[src/rtl/lcd_pkg.sv]
// Shared types and defaults for the LCD line-fill scheduler.
// No logic: constants and the scheduler state enum only.
// Consumers: lcd_fill_sched, spr_hit.
package lcd_pkg;

  typedef enum logic [1:0] {
    ST_IDLE   = 2'd0,
    ST_WAIT_H = 2'd1,
    ST_FILL   = 2'd2,
    ST_HOLD   = 2'd3
  } fill_state_t;

  localparam int DEF_LINE_BYTES  = 1600;
  localparam int DEF_FRAME_LINES = 240;
  localparam int DEF_SPR_W       = 256;
  localparam int DEF_SPR_H       = 128;

  // Pixel colour written where no sprite covers the pixel
  localparam logic [7:0] BG_COLOUR = 8'hFF;

endpackage

[src/rtl/lcd_fill_sched_if.sv]
// Bus bundle between the timing source, ImgROM, line FIFO and the fill scheduler.
// Latency: none, wires only.
// Backpressure: carried by FIFOAFull from the line FIFO side.
interface lcd_fill_sched_if;
  logic        HSYNC;
  logic        VSYNC;
  logic        FIFOAFull;
  logic [1:0]  SprEn;
  logic [15:0] SprX0;
  logic [15:0] SprX1;
  logic [15:0] SprY0;
  logic [15:0] SprY1;
  logic [14:0] RomAddr;
  logic [7:0]  RomData;
  logic        FIFOWe;
  logic [7:0]  RGBData;
  logic [15:0] LineCount;
  logic        Busy;
  logic        Overrun;

  // Scheduler side: drives the ROM address and the FIFO write port
  modport master (
    input  HSYNC, VSYNC, FIFOAFull, SprEn, SprX0, SprX1, SprY0, SprY1, RomData,
    output RomAddr, FIFOWe, RGBData, LineCount, Busy, Overrun
  );

  // Environment side: timing source, sprite registers, ROM and FIFO
  modport slave (
    output HSYNC, VSYNC, FIFOAFull, SprEn, SprX0, SprX1, SprY0, SprY1, RomData,
    input  RomAddr, FIFOWe, RGBData, LineCount, Busy, Overrun
  );
endinterface

[src/rtl/lcd_fill_sched_spr_hit.sv]
// Sprite coverage test and sprite-local ROM address for one pixel.
// Latency: combinational.
// Backpressure: none, pure function of its inputs.
module spr_hit
  import lcd_pkg::*;
#(
  parameter int SPR_W = DEF_SPR_W,
  parameter int SPR_H = DEF_SPR_H
) (
  input  logic        en,
  input  logic [15:0] x,
  input  logic [15:0] line,
  input  logic [15:0] spr_x,
  input  logic [15:0] spr_y,
  output logic        hit,
  output logic [14:0] addr
);

  logic [16:0] x_end;
  logic [16:0] y_end;
  logic        in_x;
  logic        in_y;
  logic [7:0]  dx;
  logic [6:0]  dy;

  // Window compare at 17 bits so a sprite near 16'hFFFF never wraps; the
  // address only needs the low bits of the offsets
  always_comb begin
    x_end = {1'b0, spr_x} + 17'(SPR_W);
    y_end = {1'b0, spr_y} + 17'(SPR_H);
    in_x  = ({1'b0, x} >= {1'b0, spr_x}) && ({1'b0, x} < x_end);
    in_y  = ({1'b0, line} >= {1'b0, spr_y}) && ({1'b0, line} < y_end);
    hit   = en && in_x && in_y;
    dx    = x[7:0] - spr_x[7:0];
    dy    = line[6:0] - spr_y[6:0];
    addr  = {dy, dx};
  end

endmodule

[src/rtl/lcd_fill_sched.sv]
// Per-line pixel fill into the line FIFO with two-layer sprite ROM arbitration.
// Latency: ROM address in the issue cycle, FIFO write one cycle later.
// Backpressure: FIFOAFull stops issue in the same cycle; only the in-flight pixel is written.
module lcd_fill_sched
  import lcd_pkg::*;
#(
  parameter int LINE_BYTES  = DEF_LINE_BYTES,
  parameter int FRAME_LINES = DEF_FRAME_LINES,
  parameter int SPR_W       = DEF_SPR_W,
  parameter int SPR_H       = DEF_SPR_H
) (
  input logic              CLK,
  input logic              nRST,
  lcd_fill_sched_if.master bus
);

  fill_state_t state;
  fill_state_t state_nxt;

  logic        hs_q;
  logic        vs_q;
  logic [1:0]  spr_en;
  logic [15:0] spr_x0;
  logic [15:0] spr_x1;
  logic [15:0] spr_y0;
  logic [15:0] spr_y1;
  logic [15:0] xcnt;
  logic [15:0] line_cnt;
  logic        s1_vld;
  logic        s1_hit;
  logic        ovr_q;

  logic        hit0;
  logic        hit1;
  logic [14:0] addr0;
  logic [14:0] addr1;

  logic        filling;
  logic        issue;
  logic        last_px;
  logic        abort;

  spr_hit #(.SPR_W(SPR_W), .SPR_H(SPR_H)) u_hit0 (
    .en(spr_en[0]), .x(xcnt), .line(line_cnt), .spr_x(spr_x0), .spr_y(spr_y0),
    .hit(hit0), .addr(addr0)
  );

  spr_hit #(.SPR_W(SPR_W), .SPR_H(SPR_H)) u_hit1 (
    .en(spr_en[1]), .x(xcnt), .line(line_cnt), .spr_x(spr_x1), .spr_y(spr_y1),
    .hit(hit1), .addr(addr1)
  );

  // A pixel issues only in FILL with room downstream and outside frame blanking;
  // a rising HSYNC still lets the current pixel issue, then ends the line
  assign filling = (state == ST_FILL) || (state == ST_HOLD);
  assign issue   = (state == ST_FILL) && !bus.FIFOAFull && !bus.VSYNC;
  assign last_px = issue && (xcnt == 16'(LINE_BYTES - 1));
  assign abort   = filling && bus.HSYNC && !hs_q && !bus.VSYNC;

  // State register
  always_ff @(posedge CLK or negedge nRST) begin
    if (!nRST) state <= ST_IDLE;
    else       state <= state_nxt;
  end

  // Next-state logic; VSYNC overrides everything
  always_comb begin
    state_nxt = state;
    if (bus.VSYNC) begin
      state_nxt = ST_IDLE;
    end else begin
      case (state)
        ST_IDLE:   if (vs_q) state_nxt = ST_WAIT_H;
        ST_WAIT_H: begin
          if (line_cnt >= 16'(FRAME_LINES)) state_nxt = ST_IDLE;
          else if (hs_q && !bus.HSYNC)      state_nxt = ST_FILL;
        end
        ST_FILL: begin
          if (abort || last_px)   state_nxt = ST_WAIT_H;
          else if (bus.FIFOAFull) state_nxt = ST_HOLD;
        end
        ST_HOLD: begin
          if (abort)               state_nxt = ST_WAIT_H;
          else if (!bus.FIFOAFull) state_nxt = ST_FILL;
        end
        default:                 state_nxt = ST_IDLE;
      endcase
    end
  end

  // Sync edge history and sprite registers, which only follow inputs during VSYNC
  always_ff @(posedge CLK or negedge nRST) begin
    if (!nRST) begin
      hs_q   <= 1'b0;
      vs_q   <= 1'b0;
      spr_en <= '0;
      spr_x0 <= '0;
      spr_x1 <= '0;
      spr_y0 <= '0;
      spr_y1 <= '0;
    end else begin
      hs_q <= bus.HSYNC;
      vs_q <= bus.VSYNC;
      if (bus.VSYNC) begin
        spr_en <= bus.SprEn;
        spr_x0 <= bus.SprX0;
        spr_x1 <= bus.SprX1;
        spr_y0 <= bus.SprY0;
        spr_y1 <= bus.SprY1;
      end
    end
  end

  // X counter starts each line at 0 and advances once per issued pixel
  always_ff @(posedge CLK or negedge nRST) begin
    if (!nRST)        xcnt <= '0;
    else if (!filling) xcnt <= '0;
    else if (issue)    xcnt <= xcnt + 16'd1;
  end

  // Lines completed or aborted in this frame
  always_ff @(posedge CLK or negedge nRST) begin
    if (!nRST)                    line_cnt <= '0;
    else if (bus.VSYNC)           line_cnt <= '0;
    else if (last_px || abort)    line_cnt <= line_cnt + 16'd1;
  end

  // Write stage: remembers whether the issued pixel came from a sprite
  always_ff @(posedge CLK or negedge nRST) begin
    if (!nRST) begin
      s1_vld <= 1'b0;
      s1_hit <= 1'b0;
      ovr_q  <= 1'b0;
    end else begin
      s1_vld <= issue;
      s1_hit <= issue && (hit0 || hit1);
      ovr_q  <= abort;
    end
  end

  // Outputs; sprite 0 has priority on the shared ROM port
  always_comb begin
    bus.Busy      = filling;
    bus.FIFOWe    = s1_vld && !bus.VSYNC;
    bus.RGBData   = s1_hit ? bus.RomData : BG_COLOUR;
    bus.LineCount = line_cnt;
    bus.Overrun   = ovr_q;
    bus.RomAddr   = '0;
    if (issue) begin
      if (hit0)      bus.RomAddr = addr0;
      else if (hit1) bus.RomAddr = addr1;
    end
  end

endmodule

[src/flat_wrapper.sv]
// flat-port wrapper written by rule: the top's interface ports become plain ports
module lcd_fill_sched_flat import lcd_pkg::*;
#(
  parameter int LINE_BYTES  = DEF_LINE_BYTES,
  parameter int FRAME_LINES = DEF_FRAME_LINES,
  parameter int SPR_W       = DEF_SPR_W,
  parameter int SPR_H       = DEF_SPR_H
)
  (CLK, nRST, bus_HSYNC, bus_VSYNC, bus_FIFOAFull, bus_SprEn, bus_SprX0, bus_SprX1, bus_SprY0, bus_SprY1, bus_RomData, bus_RomAddr, bus_FIFOWe, bus_RGBData, bus_LineCount, bus_Busy, bus_Overrun);
  lcd_fill_sched_if bus_i ();
  input logic CLK;
  input logic nRST;
  input wire logic [$bits(bus_i.HSYNC)-1:0] bus_HSYNC;
  input wire logic [$bits(bus_i.VSYNC)-1:0] bus_VSYNC;
  input wire logic [$bits(bus_i.FIFOAFull)-1:0] bus_FIFOAFull;
  input wire logic [$bits(bus_i.SprEn)-1:0] bus_SprEn;
  input wire logic [$bits(bus_i.SprX0)-1:0] bus_SprX0;
  input wire logic [$bits(bus_i.SprX1)-1:0] bus_SprX1;
  input wire logic [$bits(bus_i.SprY0)-1:0] bus_SprY0;
  input wire logic [$bits(bus_i.SprY1)-1:0] bus_SprY1;
  input wire logic [$bits(bus_i.RomData)-1:0] bus_RomData;
  output wire logic [$bits(bus_i.RomAddr)-1:0] bus_RomAddr;
  output wire logic [$bits(bus_i.FIFOWe)-1:0] bus_FIFOWe;
  output wire logic [$bits(bus_i.RGBData)-1:0] bus_RGBData;
  output wire logic [$bits(bus_i.LineCount)-1:0] bus_LineCount;
  output wire logic [$bits(bus_i.Busy)-1:0] bus_Busy;
  output wire logic [$bits(bus_i.Overrun)-1:0] bus_Overrun;
  assign bus_i.HSYNC = bus_HSYNC;
  assign bus_i.VSYNC = bus_VSYNC;
  assign bus_i.FIFOAFull = bus_FIFOAFull;
  assign bus_i.SprEn = bus_SprEn;
  assign bus_i.SprX0 = bus_SprX0;
  assign bus_i.SprX1 = bus_SprX1;
  assign bus_i.SprY0 = bus_SprY0;
  assign bus_i.SprY1 = bus_SprY1;
  assign bus_i.RomData = bus_RomData;
  assign bus_RomAddr = bus_i.RomAddr;
  assign bus_FIFOWe = bus_i.FIFOWe;
  assign bus_RGBData = bus_i.RGBData;
  assign bus_LineCount = bus_i.LineCount;
  assign bus_Busy = bus_i.Busy;
  assign bus_Overrun = bus_i.Overrun;
  lcd_fill_sched #(.LINE_BYTES(LINE_BYTES), .FRAME_LINES(FRAME_LINES), .SPR_W(SPR_W), .SPR_H(SPR_H)) u_core (.CLK(CLK), .nRST(nRST), .bus(bus_i));
endmodule
[config.mk]
export PLATFORM = sky130hd
export DESIGN_NAME = lcd_fill_sched_flat
export DESIGN_NICKNAME = d
export VERILOG_FILES = /design/src/rtl/lcd_pkg.sv /design/src/rtl/lcd_fill_sched_if.sv /design/src/rtl/lcd_fill_sched_spr_hit.sv /design/src/rtl/lcd_fill_sched.sv /design/src/flat_wrapper.sv
export SDC_FILE = /design/constraint.sdc
export NUM_CORES = 1
export LEC_CHECK = 0
export ABC_CLOCK_PERIOD_IN_PS = 7890
export CELL_PAD_IN_SITES_DETAIL_PLACEMENT = 1
export CELL_PAD_IN_SITES_GLOBAL_PLACEMENT = 1
export CORE_MARGIN = 2
export CORE_UTILIZATION = 45
export DETAILED_ROUTE_END_ITERATION = 8
export PLACE_DENSITY = 0.89
export SETUP_SLACK_MARGIN = 0.02
export SYNTH_ARGS = -nofsm -noshare
export SYNTH_HDL_FRONTEND = slang
export SYNTH_SLANG_ARGS = --single-unit
[constraint.sdc]
create_clock -name CLK -period 7.89 [get_ports CLK]
set_input_delay 1.578 -clock CLK [delete_from_list [all_inputs] [get_ports CLK]]
set_output_delay 1.578 -clock CLK [all_outputs]
set_load 0.05 [all_outputs]
After elaboration in Yosys (flattened, before gate mapping)
Index checks and enable logic that the tools add are counted.
{"block": "totals", "ff_bits": 105, "input_bits": 79, "word_cells": 85}
{"block": "classes", "n_addsub": 10, "n_lt_le_gt_ge": 9, "n_eq_ne": 9, "muxes": 17, "n_reduce_logical": 27}
{"operator": "16-bit by 17-bit less-than comparator with 1-bit output", "n": 4}
{"operator": "16-bit greater-or-equal comparator", "n": 4}
{"operator": "16-bit 2-to-1 mux", "n": 4}
{"operator": "15-bit 2-to-1 mux", "n": 3}
{"operator": "16-bit by 8-bit adder with 17-bit output, second input constant", "n": 2}
{"operator": "16-bit by 9-bit adder with 17-bit output, second input constant", "n": 2}
{"operator": "16-bit by 1-bit adder with 16-bit output, second input constant", "n": 2}
{"operator": "1-bit logical AND", "n": 17}
{"operator": "16-bit by 11-bit == test with 1-bit output, second input constant", "n": 1}
{"operator": "16-bit by 8-bit greater-or-equal comparator with 1-bit output, second input constant", "n": 1}
{"operator": "2-bit 2-to-1 mux", "n": 8}
{"operator": "8-bit subtractor", "n": 2}
{"operator": "7-bit subtractor", "n": 2}
{"operator": "8-bit 2-to-1 mux", "n": 1}
{"operator": "2-bit case mux with 4 select lines", "n": 1}
{"operator": "2-bit == test, second input constant", "n": 2}
{"operator": "1-bit logical NOT", "n": 4}
{"operator": "4-bit by 2-bit != test with 1-bit output, second input constant", "n": 1}
{"operator": "4-bit by 3-bit != test with 1-bit output, second input constant", "n": 1}
{"operator": "4-bit != test, second input constant", "n": 1}
{"operator": "4-bit AND reduction", "n": 1}
{"operator": "1-bit logical OR", "n": 3}
{"operator": "3-bit by 2-bit != test with 1-bit output, second input constant", "n": 1}
{"operator": "2-bit by 1-bit == test with 1-bit output, second input constant", "n": 1}
{"operator": "3 further kinds", "n": 3}

Longest topological paths before layout
{"block": "logic_depth", "ltp_word": 9, "depth_mapped": 14, "ltp_nobuf": 12}

Modules after synthesis
A second synthesis with hierarchy kept.
{"block": "hier_totals", "cells_unflattened": 868, "area_unflattened_um2": 8156.6}
{"module": "lcd_fill_sched", "instances": 1, "cells_per_inst": 391, "area_each_um2": 4680.7, "seq_area_each_um2": 2627.5}
{"module": "spr_hit at u_core.u_hit0", "instances": 1, "cells_per_inst": 237, "area_each_um2": 1742.9, "seq_area_each_um2": 0.0}
{"module": "spr_hit at u_core.u_hit1", "instances": 1, "cells_per_inst": 240, "area_each_um2": 1732.9, "seq_area_each_um2": 0.0}

Worst setup path before layout
Ideal clock, no wire load.
{"block": "synth_path", "kind": "register to output", "startpoint": "register u_core.line_cnt[1], in the netlist u_core.bus.LineCount[1]", "endpoint": "output port bus_RomAddr[10]", "arrival_ns": 4.006, "slack_ns": 2.306, "path_stages_with_launch": 11, "n_path_buf": 2, "path_cell_list": "dfrtp_1 > ha_1 > nor2b_1 > o31a_1 > o31a_1 > o211ai_1 > a21oi_1 > or4_4 > buf_6 > buf_8 > o32ai_1"}
{"block": "synth_via", "elab_chain_cells": 6, "elab_cells_between_ends": 13, "cone_classes": "add/sub (2); order compare (4); mux (3); reduce/logical (4)"}
{"item": "start, declared", "line_no": "lcd_fill_sched.sv:28", "text": "logic [15:0] line_cnt;"}
{"item": "start signal, assigned", "line_no": "lcd_fill_sched.sv:125", "text": "else if (last_px || abort) line_cnt <= line_cnt + 16'd1;"}
{"item": "16-bit by 17-bit less-than comparator with 1-bit output or 16-bit greater-or-equal comparator (tied branches)", "line_no": "lcd_fill_sched_spr_hit.sv:32", "text": "in_y = ({1'b0, line} >= {1'b0, spr_y}) && ({1'b0, line} < y_end);"}
{"item": "1-bit logical AND", "line_no": "lcd_fill_sched_spr_hit.sv:32"}
{"item": "1-bit logical AND", "line_no": "lcd_fill_sched_spr_hit.sv:33", "text": "hit = en && in_x && in_y;"}
{"item": "15-bit 2-to-1 mux", "line_no": "lcd_fill_sched.sv:151", "text": "else if (hit1) bus.RomAddr = addr1;"}
{"item": "15-bit 2-to-1 mux *", "line_no": "lcd_fill_sched.sv:150", "text": "if (hit0) bus.RomAddr = addr0;"}
{"item": "15-bit 2-to-1 mux *", "line_no": "lcd_fill_sched.sv:149", "text": "if (issue) begin"}
{"item": "end, declared", "line_no": "flat_wrapper.sv:22", "text": "output wire logic [$bits(bus_i.RomAddr)-1:0] bus_RomAddr;"}
Every way passes the cells marked *; elsewhere a longest branch is shown, timed or not.

Final worst setup path
{"block": "layout_path", "startpoint": "register u_core.spr_y0[9]", "endpoint": "output port bus_RomAddr[13]"}
{"block": "layout_via", "elab_chain_cells": 6, "elab_cells_between_ends": 7, "cone_classes": "add/sub (1); order compare (2); mux (2); reduce/logical (2)"}
{"item": "start, declared", "line_no": "lcd_fill_sched.sv:25", "text": "logic [15:0] spr_y0;"}
{"item": "start signal, assigned", "line_no": "lcd_fill_sched.sv:108", "text": "spr_y0 <= bus.SprY0;"}
{"item": "16-bit by 8-bit adder with 17-bit output", "line_no": "lcd_fill_sched_spr_hit.sv:30", "text": "y_end = {1'b0, spr_y} + 17'(SPR_H);"}
{"item": "16-bit by 17-bit less-than comparator with 1-bit output", "line_no": "lcd_fill_sched_spr_hit.sv:32"}
{"item": "1-bit logical AND *", "line_no": "lcd_fill_sched_spr_hit.sv:32"}
{"item": "1-bit logical AND *", "line_no": "lcd_fill_sched_spr_hit.sv:33"}
{"item": "15-bit 2-to-1 mux *", "line_no": "lcd_fill_sched.sv:150"}
{"item": "15-bit 2-to-1 mux *", "line_no": "lcd_fill_sched.sv:149"}
Marked as above.

==> summary.md <==
| Metric | Value |
|---|---|
| H-tree depth | 3 |
| Fin nets | 1220 |
| Prevailing post-synth register cell | dfrtp_1 |
| # diodes | 0 |
| Sequential power share | 0.421 |
| Final min period | 6.55 ns |
| Clk sinks | 105 |
| Fin crit share | 0.830 |
| Max Cap Viol | 0 |
| Die extent in y | 137 microns |
| Logic pwr share | 0.229 |
| Top post-synthesis cells by area | dfrtp_1 (33%), ha_1 (17%), o21ai_0 (6.5%) |
| Pleak | between 4 and 5 nW |
| Area leader, netlist | dfrtp_1 |
| Met2 wire length | 12.4 mm |
| Die area | approximately 0.019 sq mm |
| Layout Area Growth over Synthesis | 21.6% |
| Vias in the first global route | 7938 |
| Final Max Tran Viols | 0 |
| Clk network pwr share | 0.349 |
| Maximum vdd drop | around 0.17 mV |
| Worst-Skew Late Latency | about 0.37 ns |
| Post-route ant nets | 0 |
| Layout fillers | 2071 |
| Max Fclk | 153 MHz |
| Fin. Hold Viols | 0 |
| Row Count | 48 |
| Top Layer Used | met4 |
| Top Ports | about 120 |
| Post-synthesis area per instance | between 8 and 9 sq um |
| Setup WS post-layout | 1.34 ns |
| Status | finished clean |
| Setup bufs post-CTS | 0 |
| Worst Max-Slew Pin Slew | between 1 and 1.5 ns |
| Commonest cells after routing, fill and taps aside | clkdlybuf4s50_1 (118), nand2_1 (110), ha_1 (105), dfrtp_1 (105), o21ai_0 (103) |
| Arrival @ worst endpoint | 4.97 ns |
| Clock transition at path regs | 0.08 ns |
| Final setup fails | 0 |
| Layout cells sized above 1 | 0.0357 |
| Synth Register Bits | 105 |
| Post-Route Utilization | 0.559 |
| Clock Tree Root | clkbuf_16 |
| Critical path endpoint category | output port |
| CTS buffer count | 9 |
| Multi-input logic area | 0.00486 sq mm |
| Fraction of power spent switching nets | 0.314 |
| Bufs on Longest Clock Path | 2 |
| Hold Crit Class | reg -> reg |
| P per Cell Area | around 150 mW/mm^2 |
| Crit path required time | 6.31 ns |
| Initial antenna violation count | 0 |
| Syn nets | 1112 |
| Post-Synthesis Cell Area | 0.00793 sq mm |
| Max-slew headroom | 0.261 |
| GRT Util Overall | 0.282 |
| Vias per Instance | 5.83 |
| Sequential fraction of the synthesis area | 0.331 |
| Cell internal pwr | 0.00101 W |
| Mapped Cells | 924 |
| Distinct cells, synth | between 50 and 60 |
| Synth Warn # | 0 |
| Total Wirelength | 25.1 mm |
| RSZ-0062 raised after global routing | no |
| Setup TNS Final | 0 ns |
| Min Hold Slack | 0.529 ns |
| Sequential cell area | 0.00263 sq mm |
| Drt first pass iters | 4 |
| Crit-path max FO | 15 |
| DP Worst Slack | 1.74 ns |
| Setup Crit Path Kind | reg -> out |
| Yosys top cell area share | 0.331 |
| CTS tree | built |
| Core Region | 0.0172 sq mm |
| Commonest non-fill, non-tap cell in the layout | clkdlybuf4s50_1 |
| Post-CTS sizing | 0 |
| Wire per inst | around 20 microns |
| Vias | roughly 7400 |
| Drt drc | 0 |
| Dpl hpwl | 18.9 mm |
| DR iter-0 viols | 478 |
| Met3 wire len | 1.20 mm |
| Hold_buf cts | 0 |
| Clock Skew | 0.00936 ns |
| Port-buffer cells | 120 |
| Starting Density | 0.460 |
| Global-route wire length before repair | 41.1 mm |
| Post-Route M1 WL | 10.8 mm |
| GPL Wtd Cong | 0.875 |
| Sw power | ~0.00046 W |
| Total gr overflow | 0 |
| Crit start category | register |
| Die width | 137 microns |
| Largest net degree at the start of global routing | 80 |
| Ys async rst share | 1.00 |
| Post-synth EDFFs | 0 |
[worst max-delay path: stages (launching register included)]
cell	delay, ns
dfrtp_1	0.44
inv_1	0.11
nor3_1	0.49
nand3_1	0.20
xnor2_1	0.16
ha_1	0.29
nand4_1	0.13
nor2_1	0.06
a211o_1	0.27
a21oi_1	0.17
o211ai_1	0.21
or3_1	0.67
o32ai_1	0.51
clkdlybuf4s50_1	0.88
[worst paths after layout]
| check | from | to | slack, ns | cells after the start |
|---|---|---|---|---|
| setup / recovery | u_core.spr_y0[9]$_DFFE_PN0P_ | bus_RomAddr[13] | 1.34 | 13 |
| hold / removal | u_core.spr_en[0]$_DFFE_PN0P_ | u_core.spr_en[0]$_DFFE_PN0P_ | 0.53 | 1 |
| setup reg to reg | u_core.spr_y0[9]$_DFFE_PN0P_ | u_core.s1_hit$_DFF_PN0_ | 4.56 | 10 |
| hold reg to reg | u_core.spr_en[0]$_DFFE_PN0P_ | u_core.spr_en[0]$_DFFE_PN0P_ | 0.53 | 1 |
| max in group asynchronous | nRST | u_core.spr_y0[10]$_DFFE_PN0P_ | 5.32 | 2 |
| min in group asynchronous | nRST | u_core.spr_x0[7]$_DFFE_PN0P_ | 1.13 | 1 |
[cell type report]
| class | instances | area share |
|---|---|---|
| timing repair buffer | 123 | 0.126 |
| clock inverter | 6 | 0.00934 |
| tap | 225 | 0.0292 |
| clock buffer | 10 | 0.0248 |
| sequential | 105 | 0.272 |
| inverter | 88 | 0.0343 |
| multi-input combinational | 705 | 0.504 |
[metrics by stage]
step                instance area [sq um]  power (W)  cells
floorplan                            7930   0.000821    924
global placement                     9310   0.000933   1246
detailed placement                   9310   0.000954   1246
CTS                                  9640    0.00147   1262
global route                         9640    0.00153   1262
finish                               9640    0.00146   1262
[cell families (layout without fill, tap and decap cells)]
group	count (synthesis)	count (layout)	synth area share
xor gates and xnor gates	61	61	0.0674
AOI/OAI and AO/OA	240	240	0.181
DFF	105	105	0.331
buffers and inverters	114	227	0.0565
muxes	6	6	0.00836
and+or+nand+nor	289	289	0.180
adders and majority gates	109	109	0.176
[power by group through the flow]
stage	logic [W]	registers [W]	clock network [W]
floorplan	0.000214	0.000608	0
global placement	0.000310	0.000623	0
detailed placement	0.000328	0.000626	0
CTS	0.000336	0.000616	0.000522
global route	0.000375	0.000623	0.000537
finish	0.000336	0.000617	0.000512
[cell usage after synthesis (2+ instances only)]
cell       count
nand2_1      110
o21ai_1        2
dfrtp_1      105
a21o_1        16
o31a_1         3
o32ai_1       14
a31oi_1        5
or3_1         11
nor4_1         2
xnor2_1       49
fa_1           4
nor2_1        42
and2_1        11
nor3_1        15
a2111oi_0      4
inv_1         86
o211ai_1       5
clkbuf_1      22
a21oi_1       58
or4b_2         2
ha_1         105
or2_2          2
mux2_2         5
nor2b_1        7
o21bai_1       5
a211oi_1       7
nand2b_1      12
o21a_1         2
xor2_1        12
and4_1         6
o2111ai_1      2
o21ai_0      103
inv_2          2
a21boi_0       3
o22ai_1        3
nand3_1       35
and3_1         5
nand4_1       23
[per-layer routing]
metal	track usage	vias to the layer above
li1	-	3482
met1	0.356	3663
met2	0.482	166
met3	0.0593	46
met4	0.0885	0
met5	0	-
[sequential cells by signal, indices dropped and copies added (netlist names), 2 cells and up]
name	count
u_core.spr_x0	16
u_core.bus.LineCount	16
u_core.spr_en	2
u_core.spr_y1	16
u_core.spr_x1	16
u_core.spr_y0	16
u_core.xcnt	16
u_core.state	2
(Power assumes the default switching activity.)
